**src/rtl/osd_evcnt_regs.sv**
```systemverilog
// rtl/osd_evcnt_regs.sv - event counter bank on the external debug register range
//
// Purpose:
//   NUM_CNT 32-bit event counters behind the reg_request/reg_ack register
//   handshake. Reading CNTi_LO captures the high half into a snapshot so that a
//   following CNTi_HI read gives a coherent 32-bit value.
//
// Register map (off = reg_addr - BASE_ADDR):
//   0        CTRL    bit0 enable, bit1 clear-all (write-only strobe), bit2 edge_mode
//   1        OVF     sticky wrap flags, write 1 to clear
//   2+2i     CNTi_LO counter[15:0], latches counter[31:16] into the snapshot
//   3+2i     CNTi_HI snapshot
//
// Optional feature macro: OSD_EVCNT_EDGE_EN (CTRL bit2 edge_mode and the
// per-input edge registers exist only when it is defined).
//
// Ports:
//   clk, rst_n     clock, asynchronous active-low reset
//   event_in       per-counter event strobes
//   stall          freezes all counting while high
//   reg_request    register request, held until ack/err
//   reg_write      1 = write, 0 = read
//   reg_addr       register address
//   reg_size       access size, only 2'b00 is legal
//   reg_wdata      write data
//   reg_ack        one-cycle success pulse
//   reg_err        one-cycle error pulse
//   reg_rdata      read data, valid with reg_ack, 0 after an error

module osd_evcnt_regs #(
  parameter int unsigned NUM_CNT   = 4,
  parameter logic [15:0] BASE_ADDR = 16'h0200
) (
  input  logic               clk,
  input  logic               rst_n,
  input  logic [NUM_CNT-1:0] event_in,
  input  logic               stall,
  input  logic               reg_request,
  input  logic               reg_write,
  input  logic [15:0]        reg_addr,
  input  logic [1:0]         reg_size,
  input  logic [15:0]        reg_wdata,
  output logic               reg_ack,
  output logic               reg_err,
  output logic [15:0]        reg_rdata
);

  localparam logic [15:0] END_OFF = 16'(2 + 2 * NUM_CNT);

  typedef enum logic {
    ST_IDLE,
    ST_RESP
  } state_t;

  state_t state;

  logic ctrl_en;
  // Counting uses a one-cycle delayed copy of the enable so that a CTRL write
  // only affects events from the cycle after its ack cycle.
  logic en_eff;
  logic edge_bit;
  logic [NUM_CNT-1:0] ovf;

`ifdef OSD_EVCNT_EDGE_EN
  logic               edge_mode;
  logic               edge_eff;
  logic [NUM_CNT-1:0] edge_prev;
  assign edge_bit = edge_mode;
`else
  assign edge_bit = 1'b0;
`endif

  // Decode
  logic [15:0] off;
  logic        in_range;
  logic        is_cnt;
  logic        acc_ok;
  logic        take;
  logic        rd_ok;
  logic        wr_ok;
  logic        ctrl_wr;
  logic        clear_all;
  logic [NUM_CNT-1:0] ovf_clr;

  assign off       = reg_addr - BASE_ADDR;
  assign in_range  = (reg_addr >= BASE_ADDR) && (off < END_OFF);
  assign is_cnt    = (off >= 16'd2);
  assign acc_ok    = in_range && (reg_size == 2'b00) && !(reg_write && is_cnt);
  assign take      = (state == ST_IDLE) && reg_request;
  assign rd_ok     = take && acc_ok && !reg_write;
  assign wr_ok     = take && acc_ok && reg_write;
  assign ctrl_wr   = wr_ok && (off == 16'd0);
  assign clear_all = ctrl_wr && reg_wdata[1];
  assign ovf_clr   = (wr_ok && (off == 16'd1)) ? reg_wdata[NUM_CNT-1:0] : '0;

  logic unused_wdata;
  assign unused_wdata = ^reg_wdata;

  // Counter slices
  logic [NUM_CNT-1:0] inc;
  logic [NUM_CNT-1:0] wrap;
  logic [NUM_CNT-1:0] lo_rd;
  logic [15:0]        cnt_lo  [NUM_CNT];
  logic [15:0]        snap_rd [NUM_CNT];

  for (genvar gi = 0; gi < NUM_CNT; gi++) begin : g_cnt
    logic [31:0] cnt;
    logic [15:0] snap;
    logic        hit;

`ifdef OSD_EVCNT_EDGE_EN
    assign hit = event_in[gi] && !(edge_eff && edge_prev[gi]);
`else
    assign hit = event_in[gi];
`endif
    assign inc[gi]   = en_eff && !stall && hit;
    // A clear in the same cycle swallows the event, so it cannot wrap either.
    assign wrap[gi]  = inc[gi] && !clear_all && (cnt == 32'hFFFF_FFFF);
    assign lo_rd[gi] = rd_ok && (off == 16'(2 + 2 * gi));

    always_ff @(posedge clk or negedge rst_n) begin
      if (!rst_n) begin
        cnt  <= '0;
        snap <= '0;
      end else begin
        if (clear_all) begin
          cnt <= '0;
        end else if (inc[gi]) begin
          cnt <= cnt + 32'd1;
        end
        // The snapshot takes the pre-increment high half, matching the low
        // half returned by the same read.
        if (clear_all) begin
          snap <= '0;
        end else if (lo_rd[gi]) begin
          snap <= cnt[31:16];
        end
      end
    end

    assign cnt_lo[gi]  = cnt[15:0];
    assign snap_rd[gi] = snap;
  end

  // Read mux
  logic [15:0] rdata_next;

  always_comb begin
    rdata_next = '0;
    if (off == 16'd0) begin
      rdata_next = {13'b0, edge_bit, 1'b0, ctrl_en};
    end else if (off == 16'd1) begin
      rdata_next[NUM_CNT-1:0] = ovf;
    end else begin
      for (int i = 0; i < NUM_CNT; i++) begin
        if (off == 16'(2 + 2 * i)) rdata_next = cnt_lo[i];
        if (off == 16'(3 + 2 * i)) rdata_next = snap_rd[i];
      end
    end
  end

  // Control, flags and response FSM
  always_ff @(posedge clk or negedge rst_n) begin
    if (!rst_n) begin
      state     <= ST_IDLE;
      reg_ack   <= 1'b0;
      reg_err   <= 1'b0;
      reg_rdata <= '0;
      ctrl_en   <= 1'b0;
      en_eff    <= 1'b0;
      ovf       <= '0;
`ifdef OSD_EVCNT_EDGE_EN
      edge_mode <= 1'b0;
      edge_eff  <= 1'b0;
      edge_prev <= '0;
`endif
    end else begin
      en_eff <= ctrl_en;
      // Set wins over a simultaneous write-1-to-clear.
      ovf    <= (ovf & ~ovf_clr) | wrap;
`ifdef OSD_EVCNT_EDGE_EN
      edge_eff  <= edge_mode;
      edge_prev <= event_in;
`endif
      case (state)
        ST_IDLE: begin
          reg_ack <= 1'b0;
          reg_err <= 1'b0;
          if (reg_request) begin
            state     <= ST_RESP;
            reg_ack   <= acc_ok;
            reg_err   <= !acc_ok;
            reg_rdata <= (acc_ok && !reg_write) ? rdata_next : 16'h0000;
            if (ctrl_wr) begin
              ctrl_en <= reg_wdata[0];
`ifdef OSD_EVCNT_EDGE_EN
              edge_mode <= reg_wdata[2];
`endif
            end
          end
        end
        ST_RESP: begin
          reg_ack <= 1'b0;
          reg_err <= 1'b0;
          state   <= ST_IDLE;
        end
        default: begin
          reg_ack <= 1'b0;
          reg_err <= 1'b0;
          state   <= ST_IDLE;
        end
      endcase
    end
  end

endmodule

```
**config.mk**
```make
export PLATFORM = sky130hd
export DESIGN_NAME = osd_evcnt_regs
export DESIGN_NICKNAME = d
export VERILOG_FILES = /design/src/rtl/osd_evcnt_regs.sv
export SDC_FILE = /design/constraint.sdc
export NUM_CORES = 1
export LEC_CHECK = 0
export BUFFER_PORTS_ARGS = -buffer_cell sky130_fd_sc_hd__buf_2
export CAP_MARGIN = 5
export CORE_MARGIN = 1.5
export CORE_UTILIZATION = 55
export DETAILED_ROUTE_END_ITERATION = 6
export PLACE_DENSITY = 0.78
export SLEW_MARGIN = 20
export SYNTH_ARGS = -nofsm -noshare
export SYNTH_HDL_FRONTEND = slang
export SYNTH_SLANG_ARGS = --single-unit
```
**constraint.sdc**
```tcl
create_clock -name clk -period 4.2 [get_ports clk]
set_clock_uncertainty 0.15 [all_clocks]
set_input_delay 0.84 -clock clk [delete_from_list [all_inputs] [get_ports clk]]
set_output_delay 0.84 -clock clk [all_outputs]
set_load 0.01 [all_outputs]
```
# ---- Word-level counts from Yosys, hierarchy flattened
# Cells that the tools add are included.
dict set report classes {
  addsub 5
  magnitude_cmp 3
  eq_ne 13
  n_mux 35
  bitwise_logic 4
  n_reduce_logical 46
}
# op count
set op_table {}
lappend op_table {{$mux W16} 18}
lappend op_table {{$mux W32} 8}
lappend op_table {{$add A32 B1 Y32 const B} 4}
lappend op_table {{$eq A32 B32 Y1 const B} 4}
lappend op_table {{$eq A16 B3 Y1 const B} 4}
lappend op_table {{$eq A16 B2 Y1 const B} 2}
lappend op_table {{$eq A16 B4 Y1 const B} 2}
lappend op_table {{$logic_and A1 B1 Y1} 29}
lappend op_table {{$eq A16 B1 Y1 const B} 1}
lappend op_table {{$ge A16 B10 Y1 const B} 1}
lappend op_table {{$ge A16 B2 Y1 const B} 1}
lappend op_table {{$logic_not A16 Y1} 1}
lappend op_table {{$lt A16 B4 Y1 const B} 1}
lappend op_table {{$reduce_bool A2 Y1} 8}
lappend op_table {{$sub A16 B10 Y16 const B} 1}
lappend op_table {{$mux W12} 1}
lappend op_table {{$mux W4} 2}
lappend op_table {{$pmux W1 S2} 3}
lappend op_table {{$logic_not A1 Y1} 5}
lappend op_table {{$and A4 B4 Y4} 1}
lappend op_table {{$not A4 Y4} 1}
lappend op_table {{$or A4 B4 Y4} 1}
lappend op_table {{$mux W1} 3}
lappend op_table {{$reduce_and A3 Y1} 1}
lappend op_table {{3 further kinds} 3}
dict set report totals {
  reg_bits 217
  in_bits 43
  out_inout_bits 18
  wordCells 121
}

# ---- Depth between registers and ports, before layout
# Gate-level depths: netlist of the first run.
dict set report logic_depth {
  depth_word 13
  mapped_depth 11
  depth_no_buf 9
}

# ---- Worst setup path after synthesis of the first run
# OpenSTA, ideal clock, no wires.
dict set report synth_timing {
  path_type {input to register}
  from {input port reg_addr[5]}
  to {register g_cnt[0].snap[0]}
  setup_time_ps 121
  arrival_time_ps 3187
  t_required_ps 3929
  path_slack_ps 741
  path_stages 9
  n_path_buf 3
  path_cell_list {or4_1 buf_2 or4_4 a21oi_1 nand4_1 nor4_4 buf_2 buf_2 nor2_1}
}
dict set report synth_between {
  elab_chain_len 10
  elab_cells_between_ends 19
  cone_classes {add/sub: 1; order compare: 3; eq/ne: 1; mux: 1; reduce/logical: 13}
}
# item line_no
set synth_lines {}
lappend synth_lines {{from (decl)} 40} ;# input logic [15:0] reg_addr,
lappend synth_lines {{$sub A16 B10 Y16} 85} ;# assign off = reg_addr - BASE_ADDR;
lappend synth_lines {{$lt A16 B4 Y1 / $ge A16 B2 Y1 (equally long branches)} {86, 87}}
lappend synth_lines {{$logic_and A1 B1 Y1, on equally long branches} {86, 88}}
lappend synth_lines {{$logic_and A1 B1 Y1 / $logic_not A1 Y1 (equally long branches)} 88} ;# assign acc_ok = in_range && (reg_size == 2'b00) && !(reg_write && is_cnt);
lappend synth_lines {{$logic_and A1 B1 Y1} 88}
lappend synth_lines {{$logic_and A1 B1 Y1} {90, 91}}
lappend synth_lines {{$logic_and A1 B1 Y1} 91} ;# assign wr_ok = take && acc_ok && reg_write;
lappend synth_lines {{$logic_and A1 B1 Y1} 92} ;# assign ctrl_wr = wr_ok && (off == 16'd0);
lappend synth_lines {{$logic_and A1 B1 Y1} 93} ;# assign clear_all = ctrl_wr && reg_wdata[1];
lappend synth_lines {{$mux W16 / $reduce_bool A2 Y1 (equally long branches)} --}
lappend synth_lines {{to (signal assigned)} 136} ;# snap <= cnt[31:16];
lappend synth_lines {{to (decl)} 108} ;# logic [15:0] snap;
# Parallel ways exist; a longest one is shown, timed or not.
# A chain may end at the register's enable or synchronous reset.

# ---- Worst setup path after layout of the first run
dict set report layout_timing {
  from {input port reg_addr[5]}
  to {register g_cnt[1].cnt[29]}
}
dict set report layout_between {
  elab_chain_len 10
  elab_cells_between_ends 16
  cone_classes {add/sub: 1; order compare: 3; mux: 1; reduce/logical: 11}
}
# item line_no
set layout_lines {}
lappend layout_lines {{$sub A16 B10 Y16} 85}
lappend layout_lines {{$lt A16 B4 Y1 / $ge A16 B2 Y1 (equally long branches)} {86, 87}}
lappend layout_lines {{$logic_and A1 B1 Y1, on equally long branches} {86, 88}}
lappend layout_lines {{$logic_and A1 B1 Y1 / $logic_not A1 Y1 (equally long branches)} 88}
lappend layout_lines {{$logic_and A1 B1 Y1} 88}
lappend layout_lines {{$logic_and A1 B1 Y1 (2 in a row)} 91}
lappend layout_lines {{$logic_and A1 B1 Y1 *} 92}
lappend layout_lines {{$logic_and A1 B1 Y1 *} 93}
lappend layout_lines {{$mux W32 / $reduce_bool A2 Y1 (equally long branches)} --}
lappend layout_lines {{to (signal assigned)} 129} ;# cnt <= cnt + 32'd1;
lappend layout_lines {{to (decl)} 107} ;# logic [31:0] cnt;
# Every way passes the cells marked *; elsewhere a longest branch is shown, timed or not.

==> results of run 1 <==
how the worst min path moves through the flow:
| stage | from | endpoint | slack, ns | cells after the start |
|---|---|---|---|---|
| floorplan | ctrl_en | en_eff | 0.20 | 0 |
| global placement | ctrl_en | en_eff | 0.22 | 0 |
| detailed placement | ctrl_en | en_eff | 0.23 | 0 |
| CTS | ctrl_en | en_eff | 0.24 | 0 |
| global route | ctrl_en | en_eff | 0.26 | 0 |
| finish | rst_n | ctrl_en | 0.19 | 1 |
logic make-up after synthesis:
kind of cell,Yosys count
XOR/XNOR,123
buffers and inverters,73
AND/OR/NAND/NOR,528
adder cells (fa/ha/maj),7
AO/OA/AOI/OAI,133
multiplexers,70
flip-flops,217
synth_stat cells, types with 8 or more instances:
cell type and instances:
nand2_1 72, nor2_1 242, and3_1 24, nand4_1 32, clkbuf_1 28, nor2b_1 9
a22oi_1 23, and4_1 17, o221ai_1 11, dfrtp_1 217, nand3_1 54, a21oi_1 11
nor3_1 20, o21ai_0 37, mux2i_1 67, xor2_1 76, xnor2_1 47, nor4_1 10
and2_1 11, inv_1 20, o2bb2ai_1 8, buf_2 15, a221oi_1 16
metrics by stage:
stage / util / hold slack, ns / instances
floorplan: - / 0.204 / 1151
global placement: 0.598 / 0.216 / 1443
detailed placement: 0.598 / 0.228 / 1443
CTS: 0.640 / 0.242 / 1485
global route: 0.640 / 0.257 / 1485
finish: 0.640 / 0.186 / 1486
flip-flops by register name, summed over array words and instances, names as in the netlist:
signal / flops
ctrl_en: 1
g_cnt.cnt: 128
reg_err: 1
state: 1
en_eff: 1
reg_rdata: 16
g_cnt.snap: 64
reg_ack: 1
ovf: 4
final cells by class:
cell class | count | area, um^2 | area share
Inverter | 20 | 75.1 | 0.00597
Sequential cell | 217 | 5430 | 0.432
Clock buffer | 34 | 739 | 0.0588
Clock inverter | 8 | 68.8 | 0.00547
Tap cell | 265 | 332 | 0.0264
Timing Repair Buffer | 80 | 541 | 0.0430
Multi-Input combinational cell | 861 | 5390 | 0.428
Antenna cell | 1 | 2.50 | 0.000199
power by group through the flow:
| stage | logic, mW | clock network (mW) | registers, mW |
|---|---|---|---|
| after global routing | 0.408 | 2.22 | 2.35 |
| after global placement | 0.341 | 0 | 2.35 |
| after detailed placement | 0.355 | 0 | 2.36 |
| final | 0.357 | 2.11 | 2.33 |
| after CTS | 0.358 | 2.13 | 2.32 |
| after floorplan | 0.235 | 0 | 2.33 |
placed cells by master, fill, tap and decap left out, types with 17 or more instances in the layout:
master     Yosys  routed
xnor2_1       47      47
buf_4          7      28
nor3_1        20      20
buf_2         15      47
nand4_1       32      32
o21ai_0       37      37
xor2_1        76      76
nand3_1       54      54
and3_1        24      24
clkbuf_16      0      25
dfrtp_1      217     217
mux2i_1       67      67
inv_1         20      20
and4_1        17      17
nor2_1       242     242
nand2_1       72      72
a22oi_1       23      23
routing by layer:
metal,up-vias,track usage,part of all wire
li1,4154,-,-
met1,4418,0.359,0.43
met2,312,0.415,0.48
met3,49,0.0415,0.067
met4,0,0.0781,0.026
met5,-,0,0
==> impl_metrics.csv, run 1 <==
group,metric,value,unit
synthesis,synth_top_cells_by_area,"dfrtp_1, nor2_1, mux2i_1",
cells_and_area,areaGrowthSynthToFinish,13.0,%
clock_network,clockRootBuffer,"clkbuf_16",
floorplanning,die_area,21100,um^2
sta,setup_tns,0,ns
power_and_ir_drop,p_total,4.80,mW
clock_network,cts_repair_resize_count,0,
synthesis,post-synth-top-area-cell,"dfrtp_1",
sta,setup_viol,0,
power_and_ir_drop,p_per_area,381,nW/um^2
placement,port_buffers,48,
power_and_ir_drop,p_sw,1.17,mW
critical_path,cp_data_arrival_time,3.69,ns
critical_path,timing.critical_path.mode_cell,"buf_12",
placement,pre_cts_ws,0.256,ns
clock_network,clock_sinks,217,
synthesis,synthArstFlopShare,1.00,
cells_and_area,nFillCells,1589,
clock_network,clock_path_buffers,3,
flow_run,cap_violations,0,
synthesis,ys_ff_latch,217,
sta,period_needed,3.46,ns
global_routing,grt_pass1_vias,8463,
critical_path,critPathBufInv,3,
clock_network,cts_max_level,1,
floorplanning,initial_core_util,0.566,
sta,slew_headroom,0.388,
critical_path,r2r-end,"ovf[0]",
power_and_ir_drop,p_seq_frac,0.486,
routing,wl_per_cell,18.3,um
critical_path,cpPeakStageDelay,0.71,ns
critical_path,crit_chain,"buf_2, or4_1, or4_4, a21oi_1, nand4_1, nor4_4, buf_12, buf_12, nor2_1",
clock_network,cts-hold-fix-buffers,0,
floorplanning,core.rowCount,51,
synthesis,netlist.area_leader.share,0.488,
clock_network,post-cts-setup-buffer-count,0,
critical_path,r2r_start,"en_eff",
critical_path,path_depth,9,
synthesis,syn_avg_cell_area,9.67,um^2
critical_path,critPathLaunch,"reg_addr[5]",
routing,dr.pass1.iters,7,
synthesis,synthAdderAreaFrac,0.00787,
placement,dpl.hpwl,19400,um
sta,layout_setup_ws,0.745,ns
synthesis,synth_flop_cell,"dfrtp_1",
power_and_ir_drop,power.internal,3.63,mW
routing,post_drt_via_cell_ratio,6.01,
synthesis,netlist_area,11100,um^2
floorplanning,io_pins,61,
routing,first_iter_violations,703,
clock_network,cts.clk_slew.worst_paths,0.06,ns
sta,tightest_slew,0.894,ns
routing,drt_wl_total,27100,um
cells_and_area,finish.net_count,1254,
sta,slew_violations,0,
global_routing,antenna_found_initial,1,
cells_and_area,layout-drive-gt1-share,0.111,
power_and_ir_drop,p_leak,5.83,nW
floorplanning,die_x,145,um
clock_network,cts_tree,"built",
synthesis,yosys-mux-area-fraction,0.0653,
clock_network,numCtsBuffers,24,
critical_path,worstPathRequired,4.43,ns
global_routing,gr-total-overflow,0,
synthesis,synth_top_family_by_area,"simple AND/OR/NAND/NOR gates",
global_routing,track_usage,0.258,
sta,hold_viol_final,0,
routing,drc,0,
power_and_ir_drop,peakVddDrop,392,uV
routing,route.vias.total,8933,
critical_path,rrSetupSlack,1.26,ns
critical_path,cp_top_family,"simple AND/OR/NAND/NOR gates",
synthesis,ys_seq_area_frac,0.488,
synthesis,synth_compound_area_frac,0.0850,
synthesis,yosys.area_share.xor_xnor,0.0968,
routing,antenna_left,0,
clock_network,clkLatencyLatePin,0.52,ns
synthesis,syn_inst,1151,
critical_path,critPathKind,"in2reg",
critical_path,crit_path_top_delay_cell,"or4_1",
critical_path,cp-start-kind,"input port",
power_and_ir_drop,switching_share,0.244,
hold_path,hp-class,"in2async",
outcome,status,"completed",
synthesis,synth_edf_count,0,
critical_path,path_max_fanout,52,
floorplanning,core_area,19700,um^2
power_and_ir_drop,power_frac_clock,0.439,
critical_path,ff2ff_path_depth,6,
placement,placed_cell_area,11800,um^2
placement,place_congestion,0.892,
sta,max_freq,289,MHz
critical_path,worstSetupEndpointType,"flop",
critical_path,endpoint,"g_cnt[1].cnt[29]",
sta,grt_setup_unrepaired,"false",
global_routing,grt_pass1_wl,44300,um
global_routing,grt_max_degree,102,
synthesis,synthSimpleGateAreaFrac,0.228,
synthesis,ys_warn_count,0,
sta,timing.final.crit_share,0.823,
floorplanning,fp.dieH,145,um
power_and_ir_drop,combPwrFrac,0.074,
cells_and_area,final_area,12600,um^2
synthesis,synthDistinctLibCells,61,
synthesis,synth_nets,1201,
Note: power is estimated with default switching activity, not from simulation.
==> run 2: changes to the inputs <==
- ABC_AREA: unset -> 1
- PLACE_DENSITY: 0.78 -> 0.8
- clock period: 4.2 -> 3.1 ns (I/O delays scaled with it)
==> run 2 against run 1 <==
  * Worst setup slack got worse by 0.37 ns
  * Synthesized cell count rose by 55%
  * Register-to-register slack got worse by 0.89 ns
  * Synthesized area rose by 17%
  * Wire length rose by 43%
  * Largest cell class is now multi-input gates
==> impl_metrics.csv, run 2 <==
group,metric,value,unit
clock_network,clock_path_buffers,3,
synthesis,synth_top_family_by_area,"simple AND/OR/NAND/NOR gates",
clock_network,cts_max_level,1,
synthesis,synth_compound_area_frac,0.0860,
clock_network,clock_sinks,217,
power_and_ir_drop,peakVddDrop,401,uV
critical_path,worstSetupEndpointType,"flop",
critical_path,critPathBufInv,2,
power_and_ir_drop,combPwrFrac,0.113,
cells_and_area,areaGrowthSynthToFinish,16.3,%
routing,post_drt_via_cell_ratio,5.84,
critical_path,critPathKind,"reg2reg",
synthesis,ys_warn_count,0,
synthesis,ys_seq_area_frac,0.418,
power_and_ir_drop,p_sw,2.04,mW
routing,antenna_left,0,
global_routing,track_usage,0.320,
power_and_ir_drop,p_per_area,468,nW/um^2
synthesis,synth_top_cells_by_area,"dfrtp_1, nand2_1, nand3_1",
routing,first_iter_violations,1494,
power_and_ir_drop,power_frac_clock,0.427,
sta,grt_setup_unrepaired,"false",
routing,drt_wl_total,38800,um
floorplanning,fp.dieH,157,um
power_and_ir_drop,p_leak,7.07,nW
routing,dr.pass1.iters,7,
clock_network,numCtsBuffers,25,
cells_and_area,top_register,"g_cnt.cnt",
clock_network,clockRootBuffer,"clkbuf_16",
synthesis,syn_avg_cell_area,7.29,um^2
cells_and_area,finish.net_count,1955,
global_routing,gr-total-overflow,0,
synthesis,yosys.area_share.xor_xnor,0.0350,
synthesis,netlist.area_leader.share,0.418,
synthesis,post-synth-top-area-cell,"dfrtp_1",
floorplanning,io_pins,61,
synthesis,syn_inst,1784,
cells_and_area,reg_top3,"g_cnt.cnt: 128 flops, g_cnt.snap: 64 flops, reg_rdata: 16 flops",
sta,setup_viol,0,
routing,drc,0,
sta,max_freq,367,MHz
cells_and_area,final_area,15100,um^2
synthesis,netlist_area,13000,um^2
critical_path,cpPeakStageDelay,0.35,ns
critical_path,crit_path_top_delay_cell,"dfrtp_1",
critical_path,cp_data_arrival_time,2.98,ns
critical_path,cp-start-kind,"flop",
synthesis,ys_ff_latch,217,
sta,hold_viol_final,0,
flow_run,cap_violations,0,
synthesis,yosys-mux-area-fraction,0,
placement,placed_cell_area,14200,um^2
sta,period_needed,2.73,ns
floorplanning,die_area,24600,um^2
global_routing,antenna_found_initial,0,
clock_network,cts_tree,"built",
floorplanning,core.rowCount,56,
power_and_ir_drop,switching_share,0.288,
clock_network,cts.clk_slew.worst_paths,0.06,ns
critical_path,crit_chain,"inv_1, nor2_4, nand2_1, nor2_1, nand2_1, nor2_1, nand2_1, nor3_2, nand2_1, nor3_4, nand4_1, buf_4, xor2_1, nor2_1",
floorplanning,core_area,23300,um^2
synthesis,yosys-top-cells-count,"nand2_1, dfrtp_1, inv_1",
sta,tightest_slew,0.754,ns
outcome,status,"completed",
synthesis,synthAdderAreaFrac,0.00674,
critical_path,cp_top_family,"simple AND/OR/NAND/NOR gates",
floorplanning,die_x,157,um
global_routing,grt_max_degree,78,
placement,place_congestion,0.997,
synthesis,synth_edf_count,0,
critical_path,path_max_fanout,5,
synthesis,synth_flop_cell,"dfrtp_1",
critical_path,timing.critical_path.mode_cell,"nand2_1",
global_routing,grt_pass1_wl,62300,um
power_and_ir_drop,power.internal,5.04,mW
placement,dpl.hpwl,29100,um
clock_network,clkLatencyLatePin,0.53,ns
synthesis,synthArstFlopShare,1.00,
hold_path,hp-class,"in2reg",
power_and_ir_drop,p_seq_frac,0.460,
synthesis,synthDistinctLibCells,41,
routing,wl_per_cell,17.3,um
sta,slew_headroom,0.494,
synthesis,synth_nets,1834,
cells_and_area,layout-drive-gt1-share,0.120,
placement,port_buffers,48,
floorplanning,initial_core_util,0.557,
sta,timing.final.crit_share,0.879,
cells_and_area,diodes,0,
cells_and_area,final_common_cell,"nand2_1",
cells_and_area,fin_util,0.648,
cells_and_area,largest_reg_flops,128,
synthesis,synthSimpleGateAreaFrac,0.368,
sta,slew_violations,0,
global_routing,grt_pass1_vias,12100,
cells_and_area,mostFrequentLayoutCells,"nand2_1, dfrtp_1, inv_1",
routing,route.vias.total,13100,
critical_path,worstPathRequired,3.36,ns
synthesis,synth_most_common_cell,"nand2_1",
## run 2: logic make-up (layout without fill, tap and decap cells)
| logic type | Yosys count | after routing |
|---|---|---|
| simple gates | 1031 | 1031 |
| buf+inv | 268 | 405 |
| flops | 217 | 217 |
| compound gates | 209 | 209 |
| xor+xnor | 52 | 52 |
| fa+ha+maj | 7 | 7 |
## run 2: layout make-up
type,count,area [um^2]
clock buffer,31,668
fill,2073,8210
inverter,212,797
timing repair buffer,150,1210
clock inverter,12,161
sequential,217,5430
tap,319,399
multi-input combinational,1299,6460
## run 2: stage by stage
| step | TNS [ns] | power [mW] | hold slack, ns | cells | worst slack [ns] |
|---|---|---|---|---|---|
| after floorplan | 0 | 3.72 | 0.174 | 1784 | 0.324 |
| after global placement | -1.08 | 4.03 | 0.244 | 2191 | -0.108 |
| after detailed placement | -0.292 | 4.07 | 0.253 | 2191 | -0.0884 |
| after CTS | 0 | 7.09 | 0.188 | 2235 | 0.272 |
| after global routing | 0 | 7.34 | 0.208 | 2240 | 0.110 |
| final | 0 | 7.08 | 0.205 | 2240 | 0.375 |
## run 2: repair_timing
action	in CTS	in global routing
hold buffers	1	0
gates resized for setup	0	1
endpoints found under the setup margin	0	4
hold endpoints to repair	73	0
setup buffers	0	5
## run 2: worst paths after layout
| check | start | to | slack [ns] | depth (start not counted) |
|---|---|---|---|---|
| worst max-delay path | en_eff | g_cnt[3].cnt[23] | 0.37 | 14 |
| min in group asynchronous | rst_n | g_cnt[3].snap[7] | 0.53 | 2 |
| worst min-delay path | reg_request | state | 0.21 | 3 |
| worst min register to register | ctrl_en | en_eff | 0.28 | 0 |
| worst max register to register | en_eff | g_cnt[3].cnt[23] | 0.37 | 14 |
| max in group asynchronous | rst_n | state | 1.46 | 3 |
## run 2: power by group through the flow
stage | clock network (mW) | registers [mW] | logic (mW)
final | 3.03 | 3.26 | 0.798
after global routing | 3.17 | 3.27 | 0.898
after CTS | 3.06 | 3.24 | 0.785
after detailed placement | 0 | 3.29 | 0.779
after global placement | 0 | 3.28 | 0.752
after floorplan | 0 | 3.21 | 0.509
## run 2: layer usage
layer,wire (um),share of wire,GRT usage,vias up
li1,-,-,-,6222
met5,0,0,0,-
met1,16900,0.44,0.452,6135
met2,16900,0.43,0.489,626
met4,1280,0.033,0.107,0
met3,3760,0.097,0.0631,95
## run 2: worst reg2reg max path, stage by stage (launching register included)
cell	delay (ns)
dfrtp_1	0.35
inv_1	0.07
nor2_4	0.16
nand2_1	0.09
nor2_1	0.13
nand2_1	0.09
nor2_1	0.14
nand2_1	0.12
nor3_2	0.16
nand2_1	0.16
nor3_4	0.31
nand4_1	0.23
buf_4	0.23
xor2_1	0.15
nor2_1	0.06
